`src/rtl/fifo_reader_if.sv`:
```
// Handshake bundle between fifo_reader, the FIFO read port it drains and its downstream consumer.
// master is the reader's view; slave is the FIFO/consumer side.
interface fifo_reader_if #(
  parameter int WIDTH = 8
);
  logic             fifo_empty;
  logic             fifo_ren;
  logic [WIDTH-1:0] fifo_rdata;
  logic             out_valid;
  logic             out_ready;
  logic [WIDTH-1:0] out_data;

  modport master (
    input  fifo_empty, fifo_rdata, out_ready,
    output fifo_ren, out_valid, out_data
  );

  modport slave (
    output fifo_empty, fifo_rdata, out_ready,
    input  fifo_ren, out_valid, out_data
  );
endinterface

```
`src/rtl/fifo_reader.sv`:
```
// Drains a 1-cycle-latency FIFO into a valid/ready stream via a 3-entry buffer; read-to-out_valid latency 2 cycles.
// Reads are credit-limited to occupancy+inflight <= 3, so downstream stalls never overflow the buffer.
module fifo_reader #(
  parameter int WIDTH = 8
) (
  input  logic          clk,
  input  logic          rst,
  input  logic          en,
  fifo_reader_if.master bus,
  output logic          idle,
  output logic [15:0]   rd_count
);

  typedef logic [1:0] ptr_t;

  logic [WIDTH-1:0] mem_q [3];
  ptr_t             head_q, head_d;
  ptr_t             tail_q, tail_d;
  logic [1:0]       occ_q, occ_d;
  logic             inflight_q;
  logic [15:0]      rd_count_q, rd_count_d;
  logic [2:0]       credit;
  logic             ren;
  logic             pop;

  function automatic ptr_t ptr_inc(input ptr_t p);
    return (p == 2'd2) ? 2'd0 : p + 2'd1;
  endfunction

  // Credit counts both buffered words and the word whose data arrives next cycle.
  assign credit = {1'b0, occ_q} + {2'b00, inflight_q};
  assign ren    = !rst && en && !bus.fifo_empty && (credit < 3'd3);
  assign pop    = (occ_q != 2'd0) && bus.out_ready;

  always_comb begin
    head_d     = head_q;
    tail_d     = tail_q;
    occ_d      = occ_q;
    rd_count_d = rd_count_q;
    if (pop) begin
      head_d     = ptr_inc(head_q);
      rd_count_d = rd_count_q + 16'd1;
    end
    if (inflight_q) begin
      tail_d = ptr_inc(tail_q);
    end
    if (inflight_q && !pop) begin
      occ_d = occ_q + 2'd1;
    end else if (!inflight_q && pop) begin
      occ_d = occ_q - 2'd1;
    end
  end

  always_ff @(posedge clk) begin
    if (rst) begin
      head_q     <= 2'd0;
      tail_q     <= 2'd0;
      occ_q      <= 2'd0;
      inflight_q <= 1'b0;
      rd_count_q <= 16'd0;
      for (int i = 0; i < 3; i++) begin
        mem_q[i] <= '0;
      end
    end else begin
      head_q     <= head_d;
      tail_q     <= tail_d;
      occ_q      <= occ_d;
      inflight_q <= ren;
      rd_count_q <= rd_count_d;
      if (inflight_q) begin
        mem_q[tail_q] <= bus.fifo_rdata;
      end
    end
  end

  assign bus.fifo_ren  = ren;
  assign bus.out_valid = (occ_q != 2'd0);
  assign bus.out_data  = mem_q[head_q];
  assign idle          = (occ_q == 2'd0) && !inflight_q;
  assign rd_count      = rd_count_q;

endmodule

```
`src/flat_wrapper.sv`:
```
// flat-port wrapper written by rule: the top's interface ports become plain ports
module fifo_reader_flat 
#(
  parameter int WIDTH = 8
)
  (clk, rst, en, idle, rd_count, bus_fifo_empty, bus_fifo_rdata, bus_out_ready, bus_fifo_ren, bus_out_valid, bus_out_data);
  fifo_reader_if #(.WIDTH(WIDTH)) bus_i ();
  input  logic clk;
  input  logic rst;
  input  logic en;
  output logic idle;
  output logic [15:0] rd_count;
  input wire logic [$bits(bus_i.fifo_empty)-1:0] bus_fifo_empty;
  input wire logic [$bits(bus_i.fifo_rdata)-1:0] bus_fifo_rdata;
  input wire logic [$bits(bus_i.out_ready)-1:0] bus_out_ready;
  output wire logic [$bits(bus_i.fifo_ren)-1:0] bus_fifo_ren;
  output wire logic [$bits(bus_i.out_valid)-1:0] bus_out_valid;
  output wire logic [$bits(bus_i.out_data)-1:0] bus_out_data;
  assign bus_i.fifo_empty = bus_fifo_empty;
  assign bus_i.fifo_rdata = bus_fifo_rdata;
  assign bus_i.out_ready = bus_out_ready;
  assign bus_fifo_ren = bus_i.fifo_ren;
  assign bus_out_valid = bus_i.out_valid;
  assign bus_out_data = bus_i.out_data;
  fifo_reader #(.WIDTH(WIDTH)) u_core (.clk(clk), .rst(rst), .en(en), .bus(bus_i), .idle(idle), .rd_count(rd_count));
endmodule
```
`config.mk`:
```
export PLATFORM = sky130hd
export DESIGN_NAME = fifo_reader_flat
export DESIGN_NICKNAME = d
export VERILOG_FILES = /design/src/rtl/fifo_reader_if.sv /design/src/rtl/fifo_reader.sv /design/src/flat_wrapper.sv
export SDC_FILE = /design/constraint.sdc
export NUM_CORES = 1
export LEC_CHECK = 0
export ABC_AREA = 1
export CORE_ASPECT_RATIO = 1.4
export CORE_MARGIN = 1.5
export CORE_UTILIZATION = 42
export CTS_CLUSTER_SIZE = 8
export DETAILED_ROUTE_END_ITERATION = 10
export HOLD_SLACK_MARGIN = 0.03
export PLACE_DENSITY_LB_ADDON = 0.2
export REMOVE_ABC_BUFFERS = 1
export SLEW_MARGIN = 20
export SYNTH_ARGS = -nofsm -noshare
export SYNTH_HDL_FRONTEND = slang
export SYNTH_SLANG_ARGS = --single-unit
```
`constraint.sdc`:
```
create_clock -name clk -period 1.95 [get_ports clk]
set_input_delay 0.39 -clock clk [delete_from_list [all_inputs] [get_ports clk]]
set_output_delay 0.39 -clock clk [all_outputs]
set_load 0.01 [all_outputs]
```
==> summary.md <==
| Metric | Value |
|---|---|
| RR Endpoint | u_core.occ_q[1]$_SDFFE_PP0P_ |
| RSZ-0062 raised after global routing | yes |
| Worst Setup SP | u_core.occ_q[0]$_SDFFE_PP0P_ |
| Root Buffer | clkbuf_8 |
| Number of flops mapped to enable cells by yosys | 32 |
| Outcome | finished, final reports clean |
| CORE AREA | 5860 sq um |
| Ant. Diodes | 0 |
| Distinct cells, synth | 33 |
| CTS buffer count | 9 |
| Placement Rows | 33 |
| Die area | ~6500 sq um |
| CP Max Fanout | 2 |
| Startpoint Class | register |
| Worst-Skew Late Latency | around 0.34 ns |
| GPL Wtd Cong | between 0.7 and 0.8 |
| FMAX | roughly 520 MHz |
| Mapped Cells | ~270 |
| Tmin final | roughly 1.9 ns |
| PortBufs | 39 |
| VDD IR max | between 0.4 and 0.5 mV |
| Maximum level of the CTS H-tree | 3 |
| Fin Hold WS | about 0.5 ns |
| Initial DRC count | 100 |
| DR WL/cell | 13.3 um |
| Synthesis warning total | 0 |
| Area grow syn2layout | 34.0% |
| Sum Neg Setup Slack | 0 ns |
| Final worst slack | 0.0441 ns |
| Leakage | ~1.3 nW |
| Hold Crit Class | reg2reg |
| Vias in the first global route | roughly 2000 |
| Fillcell total | between 500 and 600 |
| Setup crit end kind | output port |
| Pre-Repair DR Iteration Count | 6 |
| Pre-CTS WS | -0.382 ns |
| Starting Density | a little over two fifths |
| Vias per cell | between 5 and 6 |
| CP endpoint | bus_fifo_ren |
| CTS tree | built |
| Largest cells by area after synthesis | edfxtp_1 38%, dfxtp_1 20%, nor2_1 9.5%, inv_1 4.1%, nand2_1 4.1% |
| Share of the synthesized area in the top cell type | between 30% and 40% |
| GRT Util Overall | about a fifth |
| Ys flop type | edfxtp_1 |
| Slew HR | about three quarters |
| Horiz. Die Dim | between 60 and 70 um |
| Max-Cap Viols | 0 |
| DP Wirelength | about 3700 um |
| # DRC | 0 |
| Worst-Margin Slew | approximately 0.35 ns |
| Die Height | around 95 um |
| Via Count | 2053 |
| Worst EP arrival | 1.52 ns |
| Layout cells sized above 1 | between 15 and 20% |
| Final global-route overflow total | 0 |
| Initial antenna violation count | 0 |
| Final hold vios | 0 |
| Final WL | 5420 um |
| Pwr/cell area | roughly 910 nW/um^2 |
| Final Max Slew Viols | 0 |
| Ys async rst share | 0% |
| Post-route ant nets | 0 |
| Net count reported at finish | around 350 |
| Synthesized flop and latch total | 57 |
| Final Cycle Share | just under 100% |
| CTS clk-pin slew, worst paths | around 0.06 ns |
| Largest net degree at the start of global routing | 20 |
| Syn Std Cell Area | between 2000 and 3000 sq um |
| Sequential-to-total area share from yosys stat | 57.6% |
| Clk sinks | between 50 and 60 |
| Reg-to-reg slack, setup | 0.49 ns |
| First-pass GRT wire length | 8940 um |
| Kind of critical path | reg2out |
| I/O Pins | 40 |
| Maximum root-to-sink buffer count | 2 |
| Synth top cells by count | 64 x nor2_1, 32 x edfxtp_1, 28 x inv_1, 28 x nand2_1, 25 x dfxtp_1 |
| Reg2Reg Depth | 7 |
| Postcts setup bufs | 0 |
| Largest area contributor in the netlist | edfxtp_1 |
| Reg-to-Reg Start | u_core.occ_q[1]$_SDFFE_PP0P_ |
| Final setup fails | 0 |
| Clk_skew | 0.00616 ns |
| Count leader, synth | nor2_1 |
| WP data required | about 1.6 ns |
| Post-Syn Area per Cell | 9.32 sq um |
| Hold Buf Count CTS | 0 |
## cell usage in the layout, fill, tap and decap left out, drive strengths merged, types with 8 or more instances in the layout
cell	count
clkdlybuf4s50	29
edfxtp	32
nand2	31
clkbuf	10
dlygate4sd2	9
nand3	12
inv	32
nor2	70
o22ai	8
buf	18
a21oi	11
o21ai	27
dfxtp	25
## flip-flops by register name, summed over array words and instances, names as in the netlist, named ones only
name,count
u_core.mem_q,32
u_core.rd_count,16
u_core.head_q,2
u_core.occ_q,2
u_core.tail_q,2
u_core.inflight_q,1
## per-layer routing
layer / up-vias / part of all wire, % / GRT usage (%) / wire length [um]
met5: - / 0 / 0 / 0
met4: 0 / 2.5 / 9.33 / 137
met3: 11 / 4.0 / 5.36 / 219
met2: 55 / 52 / 31.7 / 2800
met1: 943 / 42 / 21.5 / 2260
li1: 1044 / - / - / -
## layout make-up
cell class                 instances  area [sq um]  share of cell area, %
tap                               70          87.6                   2.58
clock buffer                      10           138                   4.05
clock inverter                     6          81.3                   2.39
timing repair buffer              56           539                   15.9
multi-input combinational        178           962                   28.3
sequential                        57          1470                   43.1
inverter                          32           125                   3.68
## kinds of logic after synthesis
group / count (synthesis) / share of synthesized area [%]
buffers and inverters: 37 / 5.77
flip-flops: 57 / 57.6
AND/OR/NAND/NOR: 120 / 22.4
XOR/XNOR: 1 / 0.345
AO/OA/AOI/OAI: 53 / 11.9
adder cells (fa/ha/maj): 4 / 1.97
## worst max-delay path: stages, from the launching register on
cell and delay (ns):
dfxtp_1 0.34, ha_2 0.19, ha_4 0.20, a2111oi_4 0.27
buf_2 0.18
## per-stage QoR
step / cell area (sq um) / power, W / std cells / util (%)
6_report: 3400 / 0.00309 / 409 / 58.0
5_1_grt: 3400 / 0.00322 / 409 / 58.0
4_1_cts: 3400 / 0.00311 / 409 / 57.9
3_5_place_dp: 3150 / 0.00191 / 393 / 53.8
3_3_place_gp: 3150 / 0.00190 / 393 / 53.8
2_1_floorplan: 2510 / 0.00163 / 267 / -
## worst min-delay path by stage
stage / cells past startpoint / endpoint / start / slack [ns]
global placement: 2 / u_core.head_q[1]$_SDFFE_PP0P_ / u_core.head_q[1]$_SDFFE_PP0P_ / 0.49
global route: 2 / register / u_core.head_q[1]$_SDFFE_PP0P_ / 0.55
finish: 2 / register / u_core.head_q[1]$_SDFFE_PP0P_ / 0.50
CTS: 2 / register / u_core.head_q[1]$_SDFFE_PP0P_ / 0.50
floorplan: 1 / u_core.rd_count[4]$_SDFFE_PP0P_ / rst / 0.46
detailed placement: 2 / u_core.head_q[1]$_SDFFE_PP0P_ / u_core.head_q[1]$_SDFFE_PP0P_ / 0.50
## where the power goes
group | switching, W | internal, W
Clock | 0.000476 | 0.000745
Combinational | 0.000271 | 0.000238
Sequential | 0.0000375 | 0.00132
## what timing repair did
action                     4_1_cts  5_1_grt
pin swaps                        1        0
resized for setup               23        2
setup endpoints to repair       10        2
No activity file was read; power rests on OpenSTA's default activity.
